$ cat config.mk
export PLATFORM = sky130hd
export DESIGN_NAME = issue_slot_gen
export DESIGN_NICKNAME = d
export VERILOG_FILES = /design/src/rtl/issue_pkg.sv /design/src/rtl/wakeup_match.sv /design/src/rtl/issue_slot_gen.sv
export SDC_FILE = /design/constraint.sdc
export NUM_CORES = 1
export LEC_CHECK = 0
export CAP_MARGIN = 0
export CORE_MARGIN = 8
export CORE_UTILIZATION = 37
export DETAILED_ROUTE_END_ITERATION = 8
export GPL_TIMING_DRIVEN = 0
export PLACE_DENSITY_LB_ADDON = 0.05
export SETUP_SLACK_MARGIN = 0.2
export SLEW_MARGIN = 20
export SYNTH_ARGS = -nofsm -noshare
export SYNTH_HDL_FRONTEND = slang
export SYNTH_SLANG_ARGS = --single-unit
export TNS_END_PERCENT = 10
$ cat constraint.sdc
create_clock -name i_clk -period 3.63 [get_ports i_clk]
set_input_delay 1.089 -clock i_clk [delete_from_list [all_inputs] [get_ports i_clk]]
set_output_delay 1.089 -clock i_clk [all_outputs]
set_load 0.005 [all_outputs]
$ cat src/rtl/issue_pkg.sv
// Shared definitions for the issue slot: state encoding, i_data field offsets
// and the packed-width formulas used by the slot and its wakeup comparators.
package issue_pkg;

    typedef enum logic [1:0] {
        ST_EMPTY  = 2'd0,
        ST_WAIT   = 2'd1,
        ST_ISSUED = 2'd2
    } slot_state_e;

    localparam int UOP_W   = 7;
    localparam int OFF_P1  = 0;
    localparam int OFF_P2  = 1;
    localparam int OFF_VAL = 2;
    localparam int OFF_PRY = 3;

    function automatic int calc_width_i(int w_brm, int w_tag, int w_reg, int w_pry);
        return UOP_W + w_brm + w_tag + 3 * w_reg + w_pry + 3;
    endfunction

    function automatic int calc_width_o(int w_brm, int w_tag, int w_reg);
        return UOP_W + w_brm + w_tag + 2 + 3 * w_reg;
    endfunction

    // Offsets of the upper fields depend on the priority and register widths.
    function automatic int off_rs1(int w_pry);
        return OFF_PRY + w_pry;
    endfunction

    function automatic int off_rs2(int w_pry, int w_reg);
        return off_rs1(w_pry) + w_reg;
    endfunction

    function automatic int off_rd(int w_pry, int w_reg);
        return off_rs1(w_pry) + 2 * w_reg;
    endfunction

    function automatic int off_tag(int w_pry, int w_reg);
        return off_rs1(w_pry) + 3 * w_reg;
    endfunction

    function automatic int off_brm(int w_pry, int w_reg, int w_tag);
        return off_tag(w_pry, w_reg) + w_tag;
    endfunction

    function automatic int off_uop(int w_pry, int w_reg, int w_tag, int w_brm);
        return off_brm(w_pry, w_reg, w_tag) + w_brm;
    endfunction

endpackage

$ cat src/rtl/wakeup_match.sv
// One source operand compared against every wakeup port; a port only
// participates while its valid bit is high.
module wakeup_match #(
    parameter int WIDTH_REG = 5,
    parameter int N_WAKE    = 4
) (
    input  logic [WIDTH_REG-1:0]        i_src,
    input  logic [N_WAKE*WIDTH_REG-1:0] i_wdest,
    input  logic [N_WAKE-1:0]           i_wvalid,
    output logic                        o_match
);

    logic [N_WAKE-1:0] w_hit;

    for (genvar k = 0; k < N_WAKE; k++) begin : g_port
        assign w_hit[k] = i_wvalid[k] && (i_wdest[k*WIDTH_REG +: WIDTH_REG] == i_src);
    end

    assign o_match = |w_hit;

endmodule

$ cat src/rtl/issue_slot_gen.sv
// Single reservation-station slot: holds one micro-op, tracks operand
// readiness via wakeup, branch kill/clear, select/issue handshake and age.
module issue_slot_gen
    import issue_pkg::*;
#(
    parameter int         WIDTH_REG = 5,
    parameter int         WIDTH_TAG = 5,
    parameter int         WIDTH_BRM = 4,
    parameter int         WIDTH_PRY = 2,
    parameter int         WIDTH_AGE = 3,
    parameter int         N_WAKE    = 4,
    parameter logic [1:0] TAG_BANK  = 2'b00,
    localparam int        WIDTH_I   = calc_width_i(WIDTH_BRM, WIDTH_TAG, WIDTH_REG, WIDTH_PRY),
    localparam int        WIDTH_O   = calc_width_o(WIDTH_BRM, WIDTH_TAG, WIDTH_REG)
) (
    input  logic                        i_clk,
    input  logic                        i_rst_n,
    input  logic [WIDTH_I-1:0]          i_data,
    input  logic                        i_en,
    input  logic [N_WAKE*WIDTH_REG-1:0] i_WDest,
    input  logic [N_WAKE-1:0]           i_wvalid,
    input  logic [WIDTH_BRM-1:0]        i_brkill,
    input  logic [WIDTH_BRM-1:0]        i_brclear,
    input  logic                        i_grant,
    input  logic                        i_ack,
    input  logic                        i_nack,
    output logic                        o_request,
    output logic [WIDTH_PRY-1:0]        o_priority,
    output logic [WIDTH_AGE-1:0]        o_age,
    output logic                        o_busy,
    output logic [WIDTH_O-1:0]          o_rslot,
    output logic [WIDTH_I-1:0]          o_data
);

    localparam int O_RS1 = off_rs1(WIDTH_PRY);
    localparam int O_RS2 = off_rs2(WIDTH_PRY, WIDTH_REG);
    localparam int O_RD  = off_rd(WIDTH_PRY, WIDTH_REG);
    localparam int O_TAG = off_tag(WIDTH_PRY, WIDTH_REG);
    localparam int O_BRM = off_brm(WIDTH_PRY, WIDTH_REG, WIDTH_TAG);
    localparam int O_UOP = off_uop(WIDTH_PRY, WIDTH_REG, WIDTH_TAG, WIDTH_BRM);

    slot_state_e          r_state;
    logic                 r_p1;
    logic                 r_p2;
    logic [WIDTH_AGE-1:0] r_age;
    logic [WIDTH_BRM-1:0] r_brmask;
    logic [UOP_W-1:0]     r_uop;
    logic [WIDTH_TAG-1:0] r_tag;
    logic [WIDTH_REG-1:0] r_rd;
    logic [WIDTH_REG-1:0] r_rs2;
    logic [WIDTH_REG-1:0] r_rs1;
    logic [WIDTH_PRY-1:0] r_pry;

    logic [UOP_W-1:0]     w_in_uop;
    logic [WIDTH_BRM-1:0] w_in_brm;
    logic [WIDTH_TAG-1:0] w_in_tag;
    logic [WIDTH_REG-1:0] w_in_rd;
    logic [WIDTH_REG-1:0] w_in_rs2;
    logic [WIDTH_REG-1:0] w_in_rs1;
    logic [WIDTH_PRY-1:0] w_in_pry;
    logic                 w_in_val;
    logic                 w_in_p2;
    logic                 w_in_p1;

    assign w_in_uop = i_data[O_UOP +: UOP_W];
    assign w_in_brm = i_data[O_BRM +: WIDTH_BRM];
    assign w_in_tag = i_data[O_TAG +: WIDTH_TAG];
    assign w_in_rd  = i_data[O_RD  +: WIDTH_REG];
    assign w_in_rs2 = i_data[O_RS2 +: WIDTH_REG];
    assign w_in_rs1 = i_data[O_RS1 +: WIDTH_REG];
    assign w_in_pry = i_data[OFF_PRY +: WIDTH_PRY];
    assign w_in_val = i_data[OFF_VAL];
    assign w_in_p2  = i_data[OFF_P2];
    assign w_in_p1  = i_data[OFF_P1];

    // A write compares the wakeup bus against the incoming sources, not the held ones.
    logic [WIDTH_REG-1:0] w_cmp_rs1;
    logic [WIDTH_REG-1:0] w_cmp_rs2;
    logic                 w_wake1;
    logic                 w_wake2;

    assign w_cmp_rs1 = i_en ? w_in_rs1 : r_rs1;
    assign w_cmp_rs2 = i_en ? w_in_rs2 : r_rs2;

    wakeup_match #(.WIDTH_REG(WIDTH_REG), .N_WAKE(N_WAKE)) u_wake_rs1 (
        .i_src    (w_cmp_rs1),
        .i_wdest  (i_WDest),
        .i_wvalid (i_wvalid),
        .o_match  (w_wake1)
    );

    wakeup_match #(.WIDTH_REG(WIDTH_REG), .N_WAKE(N_WAKE)) u_wake_rs2 (
        .i_src    (w_cmp_rs2),
        .i_wdest  (i_WDest),
        .i_wvalid (i_wvalid),
        .o_match  (w_wake2)
    );

    logic w_fire;
    logic w_kill;

    assign o_request = (r_state == ST_WAIT) && r_p1 && r_p2;
    assign w_fire    = o_request && i_grant;
    assign w_kill    = |(r_brmask & i_brkill);

    slot_state_e          w_state_n;
    logic                 w_p1_n;
    logic                 w_p2_n;
    logic [WIDTH_AGE-1:0] w_age_n;
    logic [WIDTH_BRM-1:0] w_brm_n;
    logic [UOP_W-1:0]     w_uop_n;
    logic [WIDTH_TAG-1:0] w_tag_n;
    logic [WIDTH_REG-1:0] w_rd_n;
    logic [WIDTH_REG-1:0] w_rs2_n;
    logic [WIDTH_REG-1:0] w_rs1_n;
    logic [WIDTH_PRY-1:0] w_pry_n;

    always_comb begin
        w_state_n = r_state;
        w_p1_n    = r_p1 | w_wake1;
        w_p2_n    = r_p2 | w_wake2;
        w_age_n   = r_age;
        w_brm_n   = r_brmask & ~i_brclear;
        w_uop_n   = r_uop;
        w_tag_n   = r_tag;
        w_rd_n    = r_rd;
        w_rs2_n   = r_rs2;
        w_rs1_n   = r_rs1;
        w_pry_n   = r_pry;
        if (i_en) begin
            // Kill is tested on the raw incoming mask, so kill beats a same-cycle clear.
            w_state_n = (w_in_val && !(|(w_in_brm & i_brkill))) ? ST_WAIT : ST_EMPTY;
            w_p1_n    = w_in_p1 | w_wake1;
            w_p2_n    = w_in_p2 | w_wake2;
            w_age_n   = '0;
            w_brm_n   = w_in_brm & ~i_brclear;
            w_uop_n   = w_in_uop;
            w_tag_n   = w_in_tag;
            w_rd_n    = w_in_rd;
            w_rs2_n   = w_in_rs2;
            w_rs1_n   = w_in_rs1;
            w_pry_n   = w_in_pry;
        end else begin
            if (o_request && !i_grant && (r_age != '1)) begin
                w_age_n = r_age + 1'b1;
            end
            case (r_state)
                ST_WAIT: begin
                    if (w_kill)      w_state_n = ST_EMPTY;
                    else if (w_fire) w_state_n = ST_ISSUED;
                end
                ST_ISSUED: begin
                    if (w_kill)      w_state_n = ST_EMPTY;
                    else if (i_nack) w_state_n = ST_WAIT;
                    else if (i_ack)  w_state_n = ST_EMPTY;
                end
                ST_EMPTY: w_state_n = ST_EMPTY;
                default:  w_state_n = ST_EMPTY;
            endcase
        end
    end

    always_ff @(posedge i_clk) begin
        if (!i_rst_n) begin
            r_state  <= ST_EMPTY;
            r_p1     <= 1'b0;
            r_p2     <= 1'b0;
            r_age    <= '0;
            r_brmask <= '0;
        end else begin
            r_state  <= w_state_n;
            r_p1     <= w_p1_n;
            r_p2     <= w_p2_n;
            r_age    <= w_age_n;
            r_brmask <= w_brm_n;
        end
    end

    // Payload carries no reset; it is meaningless while the slot is empty.
    always_ff @(posedge i_clk) begin
        r_uop <= w_uop_n;
        r_tag <= w_tag_n;
        r_rd  <= w_rd_n;
        r_rs2 <= w_rs2_n;
        r_rs1 <= w_rs1_n;
        r_pry <= w_pry_n;
    end

    assign o_priority = r_pry;
    assign o_age      = r_age;
    assign o_busy     = (r_state != ST_EMPTY);
    assign o_rslot    = {WIDTH_O{w_fire}} & {r_uop, r_brmask, r_tag, TAG_BANK, r_rd, r_rs2, r_rs1};
    assign o_data     = {w_uop_n, w_brm_n, w_tag_n, w_rd_n, w_rs2_n, w_rs1_n, w_pry_n,
                         (w_state_n != ST_EMPTY), w_p2_n, w_p1_n};

endmodule

; Word-level counts from Yosys, hierarchy flattened
; Cells that the tools add are included.
[classes]
bitwise_logic = 11
addsub = 1
reduce_logical = 23
n_mux = 17
n_eq_ne = 11
[op_table]
columns = op, n
row1 = 5-bit equality test, 8
row2 = 33-bit AND, 1
row3 = 5-bit 2-to-1 mux, 4
row4 = 4-bit AND, 4
row5 = 4-bit OR reduction, 4
row6 = 1-bit logical AND, 14
row7 = 2-bit 2-to-1 mux, 7
row8 = 7-bit 2-to-1 mux, 1
row9 = 4-bit 2-to-1 mux, 1
row10 = 4-bit NOT, 1
row11 = 1-bit bitwise OR, 4
row12 = 2-bit one-hot mux with 2 select lines, 1
row13 = 2-bit nonzero test, 2
row14 = "3-bit by 1-bit adder with 3-bit output, second input constant", 1
row15 = 1-bit 2-to-1 mux, 3
row16 = "3-bit != test, second input constant", 1
row17 = "2-bit by 1-bit equality test with 1-bit output, second input constant", 1
row18 = "2-bit equality test, second input constant", 1
row19 = 1-bit zero test, 2
row20 = 2-bit OR reduction, 1
row21 = 1-bit NOT, 1
[word_totals]
regBits = 40
input_bits = 74
wordCells = 74
out_inout_bits = 76

; Longest topological paths before layout
[logic_depth]
ltp_word = 9
ltp_mapped = 7
mapped_depth_nobuf = 6

; By module
; Synthesis repeated with hierarchy kept, for this count alone.
[unflattened]
cells_unflattened = 226
hier_area_um2 = 2240.9
[modules_own_cells]
columns = module, seq_area_each_um2, area_each_um2, cells_each, n_inst
row1 = issue_slot_gen, 800.8, 1755.4, 168, 1
row2 = wakeup_match, 0.0, 242.7, 29, 2

; Worst setup path after synthesis
; OpenSTA, ideal clock, no wires.
[synth_timing]
path_kind = input to output
from = in i_en
to = out o_data[1]
setup_slack_ns = 0.318
n_path_buf = 2
required_ns = 2.541
arrival_ns = 2.223
path_stages = 7
cell_sequence = buf_12 -> mux2i_4 -> xnor2_1 -> nor4_1 -> nand3_1 -> nand4_1 -> buf_4
[synth_between]
elab_chain_len = 6
word_cells_on_any_way = 13
cone_classes = eq/ne: 4 / mux: 2 / bitwise: 2 / reduce/logical: 5
[synth_lines]
columns = item, line_no
row1 = from (decl), issue_slot_gen.sv:19  ; input logic i_en,
row2 = 5-bit 2-to-1 mux, issue_slot_gen.sv:83  ; assign w_cmp_rs2 = i_en ? w_in_rs2 : r_rs2;
row3 = 5-bit equality test, wakeup_match.sv:16  ; assign w_hit[k] = i_wvalid[k] && (i_wdest[k*WIDTH_REG +: WIDTH_REG] == i_src);
row4 = 1-bit logical AND, wakeup_match.sv:16
row5 = 4-bit OR reduction, wakeup_match.sv:19  ; assign o_match = |w_hit;
row6 = "1-bit bitwise OR, on equally long branches", "issue_slot_gen.sv:121, issue_slot_gen.sv:134"
row7 = 1-bit 2-to-1 mux *, issue_slot_gen.sv:130  ; if (i_en) begin
row8 = to (decl), issue_slot_gen.sv:32  ; output logic [WIDTH_I-1:0] o_data
; Every way passes the cells marked *; elsewhere a longest branch is shown, timed or not.

; Final worst setup path
; Ends and elaborated chain as after synthesis.

==> reports/qor.txt <==
Critical Path End -> o_data[1]
Seq. cell area -> 801 sq um
Yosys reg bits -> 40
Via count -> 2495
Compound-gate portion of the synthesized area -> 0.0368
Worst R2R Setup Slack -> 0.72 ns
Final min period -> 3.77 ns
# fillers -> 469
Largest family of logic cells by synthesized area -> multiplexers
CP Launch Type -> primary input
H-tree levels -> 2
Pin count of the biggest net entering global routing -> 12
Final number of hold-violating endpoints -> 0
Post-route clock period utilization -> 1.04
Leakage -> 2.03 nW
Worst-case clock buffer depth -> 2
Area leader, netlist -> dfxtp_1
Clk Latency, worst-skew pair -> 0.28 ns
F_max -> 265 MHz
Die area -> 0.00925 sq mm
PwrDens -> 277 mW/mm^2
CTS sink cnt -> 40
Synth Instances -> 237
Area grow syn2layout -> 92.3%
XOR/XNOR share of the synthesized area -> 0.151
Simple-gate share of the synthesized area -> 0.168
Mapped Avg Cell Area -> 10.0 sq um
Layout cell share with drive strength beyond 1 -> 0.216
Synth Warn # -> 0
Total core area -> 0.00628 sq mm
Post-Syn Area -> 0.00238 sq mm
TritonCTS clock tree -> built
Final Max Slew Viols -> 0
Layout Nets -> 514
Total CTS buffers -> 5
CTS Hold Bufs -> 0
Critical Path AT -> 2.68 ns
WL/cell -> 18.0 um
Io pins -> 150
Kind of critical path -> in -> out
RSZ-0062 raised after global routing -> true
Largest stage delay on the critical path -> 0.32 ns
Distinct cells, synth -> 32
Sequential area share after synthesis -> 0.337
Worst R2R Start -> r_rs1[3]
Worst Hold Class -> reg -> reg
Row Count -> 29
Failing checks -> negative setup slack
Die Wd -> 96.2 um
Top Layer Used -> met4
Crit path buf inv count -> 6
VDD IR-drop max -> 0.000249 V
CP top delay family -> buffers and inverters
Power, Total -> 1.26 mW
Initial DRC count -> 67
Mux cell area share after synthesis -> 0.216
Initial antenna violation count -> 1
DR vias/cell -> 4.86
Initial Utilization -> 0.379
Critical path depth -> 11
Drt pass-1 iters -> 4
Synth top area cells -> dfxtp_1, xnor2_1, mux2_1, mux2i_4, and3_1
Clock slew at reported path FFs -> 0.07 ns
Hold slack -> 0.478 ns
Utilization after layout -> 0.729
Setup violators final -> 4
P_int -> 0.916 mW
Setup TNS -> -0.328 ns
FF-to-FF path depth -> 21
Req. time, crit path -> 2.54 ns
Slowest cell on the critical path -> mux2i_4
GP Congestion -> 0.802
HPWL Detailed -> 6.62 mm
Comb power frac -> 0.390
Worst path cell trace -> buf_12 > buf_16 > buf_6 > mux2i_4 > buf_4 > xnor2_1 > nor4_1 > nand3_1 > nand4_1 > buf_4 > buf_6
Length of routed wiring on met1 -> 3.51 mm
Met3 wire len -> 908 um
First-pass GRT wire length -> 13.9 mm
Flop pwr share -> 0.394
Die height -> 96.2 um
CP endpoint kind -> output port
Layout Skew -> 0.00629 ns
Area of the multi-input gates -> 0.00152 sq mm
Status -> finished with violations
Port Buf Inserts -> 147
Number of max-cap violations -> 0
Adder-cell share of the synthesized area -> 0.0263
Drc violations -> 0
CP max FO -> 5
WL met2 -> 4.67 mm
Vias in the first global route -> 2736
Total GRT Usage -> 0.194
Worst R2R End -> r_p1
Top cell type's share of synthesized area -> 0.337
Antenna-violating nets left -> 0
Grt ovf -> 0
Worst setup path start -> i_en
Hold depth -> 1
Sw Ratio -> 0.276
Clock share of power -> 0.217
Total Routed Length -> 9.22 mm
Clock root buffer -> clkbuf_8
Sw Pwr -> 0.349 mW
Setup ws final -> -0.142 ns
==> layout make-up <==
class	instances	share of cell area
Clock inverter	1	0.00109
Timing Repair Buffer	190	0.415
Sequential cell	40	0.175
Antenna cell	1	0.000547
Multi-Input combinational cell	167	0.332
Clock buffer	6	0.0159
Inverter	16	0.0131
Buffer	15	0.0263
Tap cell	77	0.0211
==> sequential cells by signal, summed over array words and instances, names as in the netlist, 2 cells and up <==
| name | count |
|---|---|
| r_rd | 5 |
| r_rs2 | 5 |
| o_age | 3 |
| r_brmask | 4 |
| r_uop | 7 |
| r_tag | 5 |
| r_state | 2 |
| r_rs1 | 5 |
| o_priority | 2 |
==> worst register-to-register path, delay by kind of cell, from the launching register on <==
kind | cells | cell delay, ns
multiplexers | 1 | 0.09
AND/OR/NAND/NOR | 1 | 0.28
buffers and inverters | 16 | 1.69
flip-flops | 1 | 0.37
XOR/XNOR | 1 | 0.12
AO/OA/AOI/OAI | 2 | 0.26
==> per-stage QoR <==
stage / cells / area [sq um] / worst slack, ns
global route: 513 / 4570 / -0.220
global placement: 462 / 3950 / -1.01
detailed placement: 462 / 3950 / -1.05
finish: 513 / 4570 / -0.142
floorplan: 238 / 2380 / 0.318
CTS: 509 / 4490 / -0.0856
==> power by group through the flow <==
stage	registers, mW	logic, mW	clock network (mW)
3_5_place_dp	0.508	0.381	0
3_3_place_gp	0.505	0.378	0
5_1_grt	0.503	0.526	0.309
6_report	0.498	0.493	0.274
4_1_cts	0.498	0.474	0.287
2_1_floorplan	0.503	0.172	0
==> cells by family (layout without fill, tap and decap cells) <==
family,Yosys count,after routing
AND/OR/NAND/NOR,71,71
flip-flops,40,40
adder cells (fa/ha/maj),5,5
XOR/XNOR,41,41
AO/OA/AOI/OAI,11,11
multiplexers,37,37
other,1,3
buffers and inverters,31,228
==> cell usage in the layout (no fill, tap or decap), drive strengths merged <==
cell,n
buf,57
nor2,10
nand2b,1
a22o,1
dlymetal6s2s,5
a31oi,3
a222oi,2
clkdlybuf4s50,121
mux2i,16
xnor2,32
nand2,3
nor4,9
and3,32
inv,16
conb,2
xor2,9
nand3,7
mux2,21
ha,5
and2,1
o31ai,1
a41oi,2
dfxtp,40
nor3,4
clkdlybuf4s15,2
diode,1
dlygate4sd2,14
a22oi,1
clkinv,1
nand4b,1
nand4,3
o21a,1
clkbuf,12
==> cells in the mapped netlist, drive strengths merged <==
library cell  count
dfxtp            40
and3             32
xnor2            32
mux2             21
inv              16
mux2i            16
nor2             10
nor4              9
xor2              9
buf               8
clkbuf            7
nand3             7
ha                5
nor3              4
a31oi             3
nand2             3
nand4             3
a222oi            2
a41oi             2
a22o              1
a22oi             1
and2              1
conb              1
nand2b            1
nand4b            1
o21a              1
o31ai             1
==> timing repair <==
item	in CTS	in global routing
pin swaps	28	13
cloned	1	0
gates resized for setup	85	19
endpoints found under the setup margin	67	40
buffers inserted	39	3
==> worst min-delay path by stage <==
| stage | start | endpoint | slack, ns |
|---|---|---|---|
| after detailed placement | r_tag[3] | r_tag[3] | 0.46 |
| after global routing | r_rd[1] | r_rd[1] | 0.51 |
| after global placement | r_uop[3] | r_uop[3] | 0.46 |
| after floorplan | r_rd[0] | r_rd[0] | 0.47 |
| after CTS | r_tag[3] | r_tag[3] | 0.48 |
| final | r_tag[3] | r_tag[3] | 0.48 |
==> per-layer routing <==
layer	track usage	up-vias
met5	0	-
met4	0.0512	0
met3	0.0725	11
met2	0.347	102
met1	0.209	1159
li1	-	1223
Power figures use the tool's default switching activity.
